[config.mk]
export PLATFORM = sky130hd
export DESIGN_NAME = button_toggle_debounce
export DESIGN_NICKNAME = d
export VERILOG_FILES = /design/src/rtl/home_auto_pkg.sv /design/src/rtl/sync_2ff.sv /design/src/rtl/button_toggle_debounce.sv
export SDC_FILE = /design/constraint.sdc
export NUM_CORES = 1
export LEC_CHECK = 0
export CELL_PAD_IN_SITES_DETAIL_PLACEMENT = 1
export CELL_PAD_IN_SITES_GLOBAL_PLACEMENT = 1
export CORE_AREA = 4 4 49 51
export DETAILED_ROUTE_END_ITERATION = 10
export DIE_AREA = 0 0 53 55
export PLACE_DENSITY = 0.77
export SLEW_MARGIN = 20
export SYNTH_ARGS = -nofsm -noshare
export SYNTH_HDL_FRONTEND = slang
export SYNTH_SLANG_ARGS = --single-unit
[constraint.sdc]
create_clock -name clk -period 1.62 [get_ports clk]
set_input_delay 0.486 -clock clk [delete_from_list [all_inputs] [get_ports clk]]
set_output_delay 0.486 -clock clk [all_outputs]
set_load 0.1 [all_outputs]
[src/rtl/home_auto_pkg.sv]
// home_auto_pkg
//   Shared definitions for the home-automation button front end.
//   - 2-bit state encodings for the debounce FSM (as localparams, and an
//     enum built from them so the FSM gets readable state names)
//   - default timing constants for debounce and long-press detection
//   - params_ok(): legality check for the debounce/long-press parameters
package home_auto_pkg;

  localparam logic [1:0] ST_IDLE         = 2'b00;
  localparam logic [1:0] ST_PRESS_WAIT   = 2'b01;
  localparam logic [1:0] ST_HELD         = 2'b10;
  localparam logic [1:0] ST_RELEASE_WAIT = 2'b11;

  typedef enum logic [1:0] {
    IDLE         = ST_IDLE,
    PRESS_WAIT   = ST_PRESS_WAIT,
    HELD         = ST_HELD,
    RELEASE_WAIT = ST_RELEASE_WAIT
  } btn_state_e;

  localparam int DEF_DEBOUNCE_CYCLES   = 16;
  localparam int DEF_LONG_PRESS_CYCLES = 64;

  // The long press must outlast the debounce window, and a one-sample
  // debounce would defeat the purpose of the filter.
  function automatic bit params_ok(input int debounce_cycles,
                                   input int long_press_cycles);
    return (debounce_cycles >= 2) && (long_press_cycles > debounce_cycles);
  endfunction

endpackage

[src/rtl/sync_2ff.sv]
// sync_2ff
//   Two-flop synchronizer for a single asynchronous level.
//   Ports:
//     clk   - destination clock
//     rst_n - asynchronous active-low reset, clears both flops
//     d     - asynchronous input
//     q     - synchronized output (two clk edges of latency)
module sync_2ff (
  input  logic clk,
  input  logic rst_n,
  input  logic d,
  output logic q
);

  logic meta_reg;
  logic sync_reg;

  always_ff @(posedge clk or negedge rst_n) begin
    if (!rst_n) begin
      meta_reg <= 1'b0;
      sync_reg <= 1'b0;
    end else begin
      meta_reg <= d;
      sync_reg <= meta_reg;
    end
  end

  assign q = sync_reg;

endmodule

[src/rtl/button_toggle_debounce.sv]
// button_toggle_debounce
//   Debounces a raw pushbutton and produces strobes for a downstream
//   toggle flop plus a long-press event.
//   Parameters:
//     DEBOUNCE_CYCLES   - stable synchronized samples needed to accept a change
//     LONG_PRESS_CYCLES - cycles a press is held before long_pulse fires
//   Ports:
//     clk        - single clock, rising edge
//     rst_n      - asynchronous active-low reset
//     btn_raw    - raw active-high button, asynchronous and bouncy
//     t_pulse    - one-cycle strobe per accepted press (feeds t_ff.t)
//     long_pulse - one-cycle strobe once per press held long enough
//     btn_level  - debounced button level
module button_toggle_debounce
  import home_auto_pkg::*;
#(
  parameter int DEBOUNCE_CYCLES   = DEF_DEBOUNCE_CYCLES,
  parameter int LONG_PRESS_CYCLES = DEF_LONG_PRESS_CYCLES
) (
  input  logic clk,
  input  logic rst_n,
  input  logic btn_raw,
  output logic t_pulse,
  output logic long_pulse,
  output logic btn_level
);

  if (!params_ok(DEBOUNCE_CYCLES, LONG_PRESS_CYCLES)) begin : g_param_check
    $error("button_toggle_debounce: need DEBOUNCE_CYCLES>=2 and LONG_PRESS_CYCLES>DEBOUNCE_CYCLES");
  end

  localparam int DB_W   = $clog2(DEBOUNCE_CYCLES);
  localparam int HOLD_W = $clog2(LONG_PRESS_CYCLES);

  localparam logic [DB_W-1:0]   DB_LAST   = DB_W'(DEBOUNCE_CYCLES - 1);
  localparam logic [HOLD_W-1:0] HOLD_LAST = HOLD_W'(LONG_PRESS_CYCLES - 1);

  logic btn_sync;

  btn_state_e        state_reg,      state_next;
  logic [DB_W-1:0]   db_cnt_reg,     db_cnt_next;
  logic [HOLD_W-1:0] hold_cnt_reg,   hold_cnt_next;
  logic              t_pulse_reg,    t_pulse_next;
  logic              long_pulse_reg, long_pulse_next;
  logic              btn_level_reg,  btn_level_next;

  sync_2ff u_sync (
    .clk   (clk),
    .rst_n (rst_n),
    .d     (btn_raw),
    .q     (btn_sync)
  );

  always_ff @(posedge clk or negedge rst_n) begin
    if (!rst_n) begin
      state_reg      <= IDLE;
      db_cnt_reg     <= '0;
      hold_cnt_reg   <= '0;
      t_pulse_reg    <= 1'b0;
      long_pulse_reg <= 1'b0;
      btn_level_reg  <= 1'b0;
    end else begin
      state_reg      <= state_next;
      db_cnt_reg     <= db_cnt_next;
      hold_cnt_reg   <= hold_cnt_next;
      t_pulse_reg    <= t_pulse_next;
      long_pulse_reg <= long_pulse_next;
      btn_level_reg  <= btn_level_next;
    end
  end

  always_comb begin
    state_next      = state_reg;
    db_cnt_next     = db_cnt_reg;
    hold_cnt_next   = hold_cnt_reg;
    t_pulse_next    = 1'b0;
    long_pulse_next = 1'b0;
    btn_level_next  = btn_level_reg;

    // Hold time keeps running through a release bounce. Saturating at the
    // last value means the long-press strobe can only fire once per press.
    if ((state_reg == HELD || state_reg == RELEASE_WAIT) &&
        (hold_cnt_reg != HOLD_LAST)) begin
      hold_cnt_next   = hold_cnt_reg + 1'b1;
      long_pulse_next = (hold_cnt_reg == HOLD_LAST - 1'b1);
    end

    unique case (state_reg)
      IDLE: begin
        if (btn_sync) begin
          state_next  = PRESS_WAIT;
          db_cnt_next = '0;
        end
      end
      PRESS_WAIT: begin
        if (!btn_sync) begin
          state_next = IDLE;
        end else if (db_cnt_reg == DB_LAST) begin
          state_next     = HELD;
          t_pulse_next   = 1'b1;
          btn_level_next = 1'b1;
          hold_cnt_next  = '0;
        end else begin
          db_cnt_next = db_cnt_reg + 1'b1;
        end
      end
      HELD: begin
        if (!btn_sync) begin
          state_next  = RELEASE_WAIT;
          db_cnt_next = '0;
        end
      end
      RELEASE_WAIT: begin
        if (btn_sync) begin
          state_next = HELD;
        end else if (db_cnt_reg == DB_LAST) begin
          state_next     = IDLE;
          btn_level_next = 1'b0;
        end else begin
          db_cnt_next = db_cnt_reg + 1'b1;
        end
      end
      default: state_next = IDLE;
    endcase
  end

  assign t_pulse    = t_pulse_reg;
  assign long_pulse = long_pulse_reg;
  assign btn_level  = btn_level_reg;

endmodule
==> flow_summary.toml <==
[status]
outcome = "finished clean"

[timing]
fin_crit_ns = 1.40
fmax_mhz = 716
finalSetupViolCount = 0
finalWorstSetupSlack_ns = 0.223
final_hold_viol_count = 0
setup_tns_ns = 0
skew_ns = 0.00431
worst_pin_slew_ns = 0.398
min_period_over_period_pct = 86.2
slew-limit-headroom_pct = 73.5
drv_slew = 0
rsz0062_at_grt = "no"

[synth]
async_reset_ff_share_pct = 100
synth_area_leaders = "dfrtp_1 51%, ha_1 4.5%, nand3_1 4.2%, nand4_1 3.0%, nor3_1 3.0%"
ys_types = 29
yosysWarnings = 0
synth_nets = 85
yosysSeqAreaShare_pct = 51.3
synthFlopType = "dfrtp_1"
synth_area_um2 = 830
synth_top_area_share_pct = 51.3
ys_top_cells_by_count = "17 x dfrtp_1, 7 x nand3_1, 5 x inv_1, 5 x nor3_1"
yosysTopAreaCell = "dfrtp_1"
synth_seq_cells = 17
yosysMostFrequentCell = "dfrtp_1"
syn_area_per_cell_um2 = 10.5
synth_cells = 79
synth_edf_count = 0

[route]
drc_errors = 0
vias_per_cell = 5.47
wl_per_cell_um = 14.4
dr.pass1.iters = 3
antenna_left = 0
wirelength_um = 1690
route.vias.total = 640
drtIter0Drc = 4

[worst_hold_path]
min_to = "u_sync.q"
min_from = "u_sync.meta_reg"
hold_depth = 0
hold_class = "reg -> reg"

[grt]
grt_pass1_vias = 658
grt_max_degree = 18
antenna_found_initial = 0
grt_util_all_layers_pct = 15.0
grt-ovfl-total = 0
grt_pass1_wl_um = 3080

[run]
drv_cap = 0

[final_layout]
n_fill_cell = 238
syn_to_final_growth_pct = 18.7
fin_nets = 97
largest_reg_flops = 6
fin_util_pct = 50.7
antenna_cells = 0
final_layout_size_suffix_gt1_share_pct = 13.3

[place]
portBuffers = 5
dpl.hpwl_um = 1200
place_ws_ns = 0.137
routabilityCongestion = 0.756

[die]
fp.dieW_um = 53
rows = 16
dieArea_um2 = 2920
initial_core_util_pct = 42.7
core_um2 = 1940
io-pin-count = 6
die_y_um = 55

[worst_setup_path]
critPathMaxStageDelay_ns = 0.43
rr_worst_depth = 4
worst_setup_path_start_kind = "register"
timing.rr.end = "hold_cnt_reg[1]"
r2r_start = "hold_cnt_reg[1]"
crit_fanout = 3
crit_required_ns = 1.13
worstSetupEndpointType = "output pin"
path_cells = "buf_12"
slowest_stage = "dfrtp_1"
critPathBufInv = 1
cp.arrival_ns = 0.91
timing.setup.critical_path_class = "reg -> out"
crit_family = "flip-flops"
rrSetupSlack_ns = 0.22

[pwr]
ir_worst_vdd_mv = 0.586
p_leak_nw = 0.444
power_density_nw_per_um2 = 746
finalPower_uw = 735

[clock_network]
clk_pin_slew_ns = 0.10
clkLatencyLatePin_ns = 0.29
cts_buffers = 3
cts_sinks = 17
htree_levels = 1
root_buffer = "clkbuf_4"
cts_tree = "yes"
clockBufferDepth = 2
cts_setup_buffers = 0
cts_resized = 0
postCtsHoldBufs = 0
metrics by stage:
stage / hold WS [ns] / cells / cell area (um2)
CTS: 0.370 / 116 / 977
finish: 0.369 / 117 / 985
floorplan: 0.190 / 79 / 830
global placement: 0.333 / 112 / 951
global route: 0.390 / 117 / 985
detailed placement: 0.347 / 112 / 951
logic make-up (layout without fill, tap and decap cells):
kind of cell | count (synthesis) | in the layout | share of synthesized area, %
adders and majority gates | 3 | 3 | 4.53
and+or+nand+nor | 33 | 33 | 23.2
AOI/OAI and AO/OA | 17 | 17 | 13.3
buffers and inverters | 6 | 17 | 3.17
muxes | 2 | 2 | 2.56
xor gates and xnor gates | 1 | 1 | 1.96
DFF | 17 | 17 | 51.3
worst reg2reg max path, cell delays in order, from the launching register on:
cell and delay, ns:
dfrtp_1 0.40, ha_1 0.28, nand3_1 0.20, o211a_1 0.25
a211oi_1 0.19
area by class of cell:
class | count | area (um2) | share of cell area [%]
Clock buffer | 4 | 26.3 | 2.67
Sequential cell | 17 | 425 | 43.2
Timing Repair Buffer | 8 | 103 | 10.4
Inverter | 5 | 18.8 | 1.91
Tap cell | 27 | 33.8 | 3.43
Multi-Input combinational cell | 56 | 378 | 38.4
power by group:
part | internal [mW] | switching (mW) | total [mW]
Clock | 0.0959 | 0.135 | 0.231
Sequential | 0.438 | 0.0187 | 0.457
Combinational | 0.0212 | 0.0260 | 0.0472
metal layers:
| layer | GRT usage [%] | wire (um) | part of all wire, % | vias to the layer above |
|---|---|---|---|---|
| met5 | 0 | 0 | 0 | - |
| met1 | 18.8 | 793 | 47 | 316 |
| li1 | - | - | - | 313 |
| met3 | 3.22 | 48 | 2.8 | 5 |
| met2 | 24.6 | 807 | 48 | 6 |
| met4 | 7.66 | 36 | 2.1 | 0 |
how the worst max path moves through the flow:
stage | startpoint | endpoint | cells past startpoint
floorplan | btn_level | btn_level | 0
global placement | db_cnt_reg[1] | hold_cnt_reg[5] | 4
detailed placement | db_cnt_reg[1] | hold_cnt_reg[5] | 4
CTS | db_cnt_reg[1] | hold_cnt_reg[2] | 4
global route | register | db_cnt_reg[3] | 3
finish | btn_level | btn_level | 1
placed cells by master, fill, tap and decap left out, types with 2 or more instances in the layout:
master / count
a21oi_1: 4
buf_12: 3
buf_4: 3
ha_1: 3
o211ai_1: 2
clkbuf_4: 3
or2b_1: 2
nor3_1: 5
nand4_1: 4
o211a_1: 2
nor2_1: 2
inv_1: 5
dfrtp_1: 17
nand3_1: 7
clkdlybuf4s50_1: 2
o21ai_0: 4
a31oi_1: 2
nand2_1: 3
and4_1: 2
and3_1: 2
Note: power is estimated with default switching activity, not from simulation.
==> variant 1, RTL diff (same settings) <==
Make the reset (`rst_n`) synchronous in 2 clocked blocks. Comments in the files are not updated.
--- a/src/rtl/sync_2ff.sv
+++ b/src/rtl/sync_2ff.sv
@@ -16,5 +16,5 @@
   logic sync_reg;
 
-  always_ff @(posedge clk or negedge rst_n) begin
+  always_ff @(posedge clk) begin
     if (!rst_n) begin
       meta_reg <= 1'b0;
--- a/src/rtl/button_toggle_debounce.sv
+++ b/src/rtl/button_toggle_debounce.sv
@@ -52,5 +52,5 @@
   );
 
-  always_ff @(posedge clk or negedge rst_n) begin
+  always_ff @(posedge clk) begin
     if (!rst_n) begin
       state_reg      <= IDLE;
Behaviour: same outputs for any inputs over 10 cycles, from zero or initial values and one cycle with rst_n low; that may be too few to reach the edited logic, so the function may still have changed.
==> variant 1 against the original RTL <==
- synthesized cell count increased by 3.8%
- hold slack improved by 0.094 ns
- power increased by 1.0%
- sequential cell count unchanged
- final area decreased by 3.7%
- sequential share of layout area decreased by 7.3 points
- routed wire length increased by 0.30%
- synthesized area decreased by 8.9%
- count of clock-buffer cells in the layout unchanged
- fmax decreased by 2.2%
- via count increased by 6.1%
- worst setup slack got worse by 0.032 ns
- final cell count increased by 6.0%
- critical endpoint is now db_cnt_reg[0]
==> variant 1: results (changes against the original RTL) <==
status=finished clean; Worst VDD drop=0.000648 V (+11%); share of layout cells above drive strength 1=15.5% (+2.1 points); wire length of the first global-routing pass=3070 um (-0.23%); skew final=0.00193 ns (-0.00238 ns); sequential cell area fraction in the yosys report=45.0% (-6.2 points); dpl hpwl=1280 um (+7.2%); post-synthesis async set-or-reset flop share=0% (-100 points); switching fraction of total power=25.5% (+1.1 points); setup bufs post-CTS=0 (unchanged); CTS H-tree depth=1 (unchanged); Synthesized Nets=88 (+3.5%); Slew Limit Headroom=71.8% (-1.7 points); Reg2Reg Setup Slack=0.19 ns (-0.03 ns); Leakage=0.348 nW (-22%); critical path's slowest cell=or4_1; hold path endpoint=u_sync.q; Critical Path Fanout Max=4 (+1); Synth top cells by count=dfxtp_1, inv_1, nand4_1, nor3_1; top post-synthesis cells by area=dfxtp_1, ha_1, nand4_1; largest net degree at the start of global routing=10 (-8); Worst Path Arrival=1.65 ns (+0.74 ns); critical path's top delay family=simple AND/OR/NAND/NOR gates; Min-Delay Path Depth=1 (+1); routability cong.=0.713 (-5.8%); Critical path origin=db_cnt_reg[1]; First DRT Iteration DRCs=7 (+3); dpl ws=-0.0725 ns (-0.209 ns); Synth Flop Type=dfxtp_1; Avg Inst Size Synth=9.22 um^2 (-12%); Largest stage delay, worst path=0.40 ns (-0.03 ns); vias in the first global route=729 (+11%); Min-Delay Startpoint=u_sync.meta_reg; Final #Nets=104 (+7.2%); vias per std cell=5.48 (+0.10%); Vias=679 (+6.1%); RR Startpoint=db_cnt_reg[1]; Initial DRT Pass Iterations=4 (+1); Distinct cells, synth=28 (-3.4%)
[variant 1: changes by cell type in the layout (fill, tap and decap cells not counted), sizes merged, moves of 3 or more]
cell / unedited run / this run
dfxtp: 0 / 17
a211oi: 1 / 4
dfrtp: 17 / 0
nand3: 7 / 1
buf: 6 / 10
[variant 1: layout make-up]
class / instances / share of cell area, %
clock buffer: 4 / 2.77
inverter: 6 / 2.37
multi-input combinational: 58 / 41.4
sequential: 17 / 35.9
tap: 27 / 3.56
timing repair buffer: 12 / 14.0
[variant 1: per-layer routing]
| layer | vias to the layer above | routed length [um] | GRT usage, % |
|---|---|---|---|
| met5 | - | 0 | 0 |
| met4 | 0 | 24 | 10.6 |
| met3 | 2 | 52 | 3.49 |
| met2 | 10 | 816 | 24.2 |
| met1 | 327 | 797 | 16.8 |
| li1 | 340 | - | - |
[variant 1: logic make-up after synthesis]
kind of cell	after synthesis	share of synthesized area, %
DFF	17	45.0
buffers and inverters	7	3.97
xor gates and xnor gates	2	2.32
muxes	1	1.32
and+or+nand+nor	30	23.2
AOI/OAI and AO/OA	22	19.2
adders and majority gates	3	4.97
[variant 1: per-stage QoR]
stage | total power [mW] | util, % | instance area, um^2 | hold WS [ns]
after floorplan | 0.487 | - | 756 | 0.412
after global placement | 0.524 | 47.1 | 915 | 0.437
after detailed placement | 0.525 | 47.1 | 915 | 0.446
after CTS | 0.757 | 48.5 | 941 | 0.474
after global routing | 0.777 | 48.8 | 948 | 0.492
final | 0.742 | 48.8 | 948 | 0.463
[variant 1: worst max-delay path by stage]
stage	depth (start not counted)	slack (ns)	endpoint
4_1_cts	4	0.04	hold_cnt_reg[3]
3_5_place_dp	3	-0.07	hold_cnt_reg[4]
3_3_place_gp	3	0.002	hold_cnt_reg[5]
2_1_floorplan	0	0.19	btn_level
5_1_grt	4	0.06	hold_cnt_reg[2]
6_report	4	0.19	db_cnt_reg[0]
[variant 1: power groups by stage]
stage | clock network (mW) | registers [mW] | logic (mW)
floorplan | 0 | 0.470 | 0.0169
global placement | 0 | 0.442 | 0.0818
detailed placement | 0 | 0.442 | 0.0833
CTS | 0.241 | 0.432 | 0.0836
global route | 0.254 | 0.434 | 0.0889
finish | 0.227 | 0.432 | 0.0835
==> variant 2, RTL diff (same settings) <==
Made on the original files. Set the package constant `DEF_DEBOUNCE_CYCLES` to 32 (it was 16).
--- a/src/rtl/home_auto_pkg.sv
+++ b/src/rtl/home_auto_pkg.sv
@@ -19,5 +19,5 @@
   } btn_state_e;
 
-  localparam int DEF_DEBOUNCE_CYCLES   = 16;
+  localparam int DEF_DEBOUNCE_CYCLES   = 32;
   localparam int DEF_LONG_PRESS_CYCLES = 64;
 
Formal check against the unedited RTL: no difference found for any inputs over 10 cycles, from zero or initial values and one cycle with rst_n low; that may be too few to reach the edited logic, so the function may still have changed.
==> variant 2 against the original RTL <==
- the flow now finishes with violations (setup timing)
- die area unchanged
- sequential cell count rose by 1
- clock skew about the same
- synthesized area grew 7.2%
- routed wire length increased by 29%
- worst setup slack lost 0.37 ns
- fmax is 21% lower
- final area increased by 18%
- sequential share of layout area shrank 4.5 points
- via count grew 11%
- critical endpoint is now db_cnt_reg[2]
- largest cell class unchanged
Power is not compared: it rests on default switching activity, and its combinational part moved more than twofold at a synthesized area within 25%.
==> variant 2: results (changes against the original RTL) <==
gr usage total=17.5% (+2.4 points); Initial DRT Pass Iterations=4 (+1); non-filler cells, final=129 (+10%); dpl ws=-0.0989 ns (-0.236 ns); Cells after DPL=121 (+8.0%); Final #Nets=110 (+13%); critical path's top delay family=simple AND/OR/NAND/NOR gates; post-route setup TNS=-0.434 ns (-0.434 ns); Synthesized Nets=90 (+5.9%); CTS H-tree depth=1 (unchanged); status=finished with violations; share of layout cells above drive strength 1=32.4% (+19 points); post-synthesis async set-or-reset flop share=100% (unchanged); final WL=2180 um (+29%); dpl cell area=1070 um^2 (+12%); vias per std cell=5.51 (+0.76%); dpl hpwl=1380 um (+15%); worst hold path class=flop to flop; max FFs per register=6 (unchanged); skew final=0.00408 ns (-0.000228 ns); Setup WS post-layout=-0.146 ns (-0.369 ns); Synth top cells by count=dfrtp_1, nand2_1, o21ai_1; PortBufs=5 (unchanged); Avg Inst Size Synth=10.7 um^2 (+2.1%); failing checks=setup timing; Worst-Margin Slew=0.313 ns (-0.0852 ns); vias in the first global route=753 (+14%); critical path's slowest cell=or4b_1; largest net degree at the start of global routing=19 (+1); Distinct cells, synth=30 (+3.4%); switching fraction of total power=23.9%; Fillers=221 (-7.1%); top post-synthesis cells by area=dfrtp_1, ha_1, a22o_1; sequential cell area fraction in the yosys report=50.6% (-0.65 points); wire length of the first global-routing pass=3590 um (+17%); Worst VDD drop=0.000713 V; initial antenna violation count=0 (unchanged); CTS buffer count=3 (unchanged); Largest stage delay, worst path=0.52 ns (+0.09 ns); # diodes=0 (unchanged); # setup viols final=6 (+6); First DRT Iteration DRCs=2 (-2); Critical Path Fanout Max=5 (+2); Worst Path Arrival=2.00 ns (+1.09 ns); routability cong.=0.783 (+3.5%)
variant 2: stage by stage:
step	power, mW	hold slack, ns	utilization (%)
after global routing	0.900	0.402	60.0
after floorplan	0.513	0.190	-
after CTS	0.842	0.380	57.5
after detailed placement	0.553	0.347	55.0
final	0.853	0.373	60.0
after global placement	0.547	0.348	55.0
variant 2: final cells by class:
type	count	share of cell area (%)
inverters	6	1.93
flip-flops and latches	18	38.7
multi-input cells	55	37.5
repair buffers	19	15.9
clock buffers	4	3.11
well taps	27	2.90
variant 2: worst paths after layout:
check                           startpoint               to  slack [ns]  depth (start not counted)
max in group asynchronous            rst_n  u_sync.meta_reg        0.89                          2
min in group asynchronous            rst_n        async pin        0.52                          2
min reg2reg                u_sync.meta_reg         u_sync.q        0.37                          0
max                          db_cnt_reg[1]    db_cnt_reg[2]       -0.15                          6
max reg2reg                  db_cnt_reg[1]    db_cnt_reg[2]       -0.15                          6
min                        u_sync.meta_reg         u_sync.q        0.37                          0
variant 2: metal layers:
metal	GRT usage [%]	vias up	routed length (um)
met2	28.5	13	1120
met4	6.38	0	21
met1	22.2	352	955
met5	0	-	0
li1	-	342	-
met3	4.83	4	80
variant 2: timing repair:
action                     in CTS  in global routing
setup endpoints to repair       3                  8
hold endpoints to repair        0                  0
setup buffers                   1                  3
pin swaps                       2                  8
resized for setup               1                  6
variant 2: cell families (layout without fill, tap and decap cells):
| logic type | count (synthesis) | in the layout | synth area share [%] |
|---|---|---|---|
| compound gates | 23 | 23 | 17.2 |
| xor+xnor | 1 | 1 | 0.985 |
| fa+ha+maj | 4 | 4 | 5.63 |
| buf+inv | 10 | 29 | 5.91 |
| flops | 18 | 18 | 50.6 |
| mux | 3 | 3 | 3.52 |
| simple gates | 24 | 24 | 16.2 |
variant 2: power by group through the flow:
stage / clock [mW] / sequential (mW) / combinational, mW
4_1_cts: 0.293 / 0.470 / 0.0792
2_1_floorplan: 0 / 0.480 / 0.0329
3_3_place_gp: 0 / 0.478 / 0.0697
5_1_grt: 0.316 / 0.472 / 0.112
6_report: 0.284 / 0.469 / 0.100
3_5_place_dp: 0 / 0.478 / 0.0743
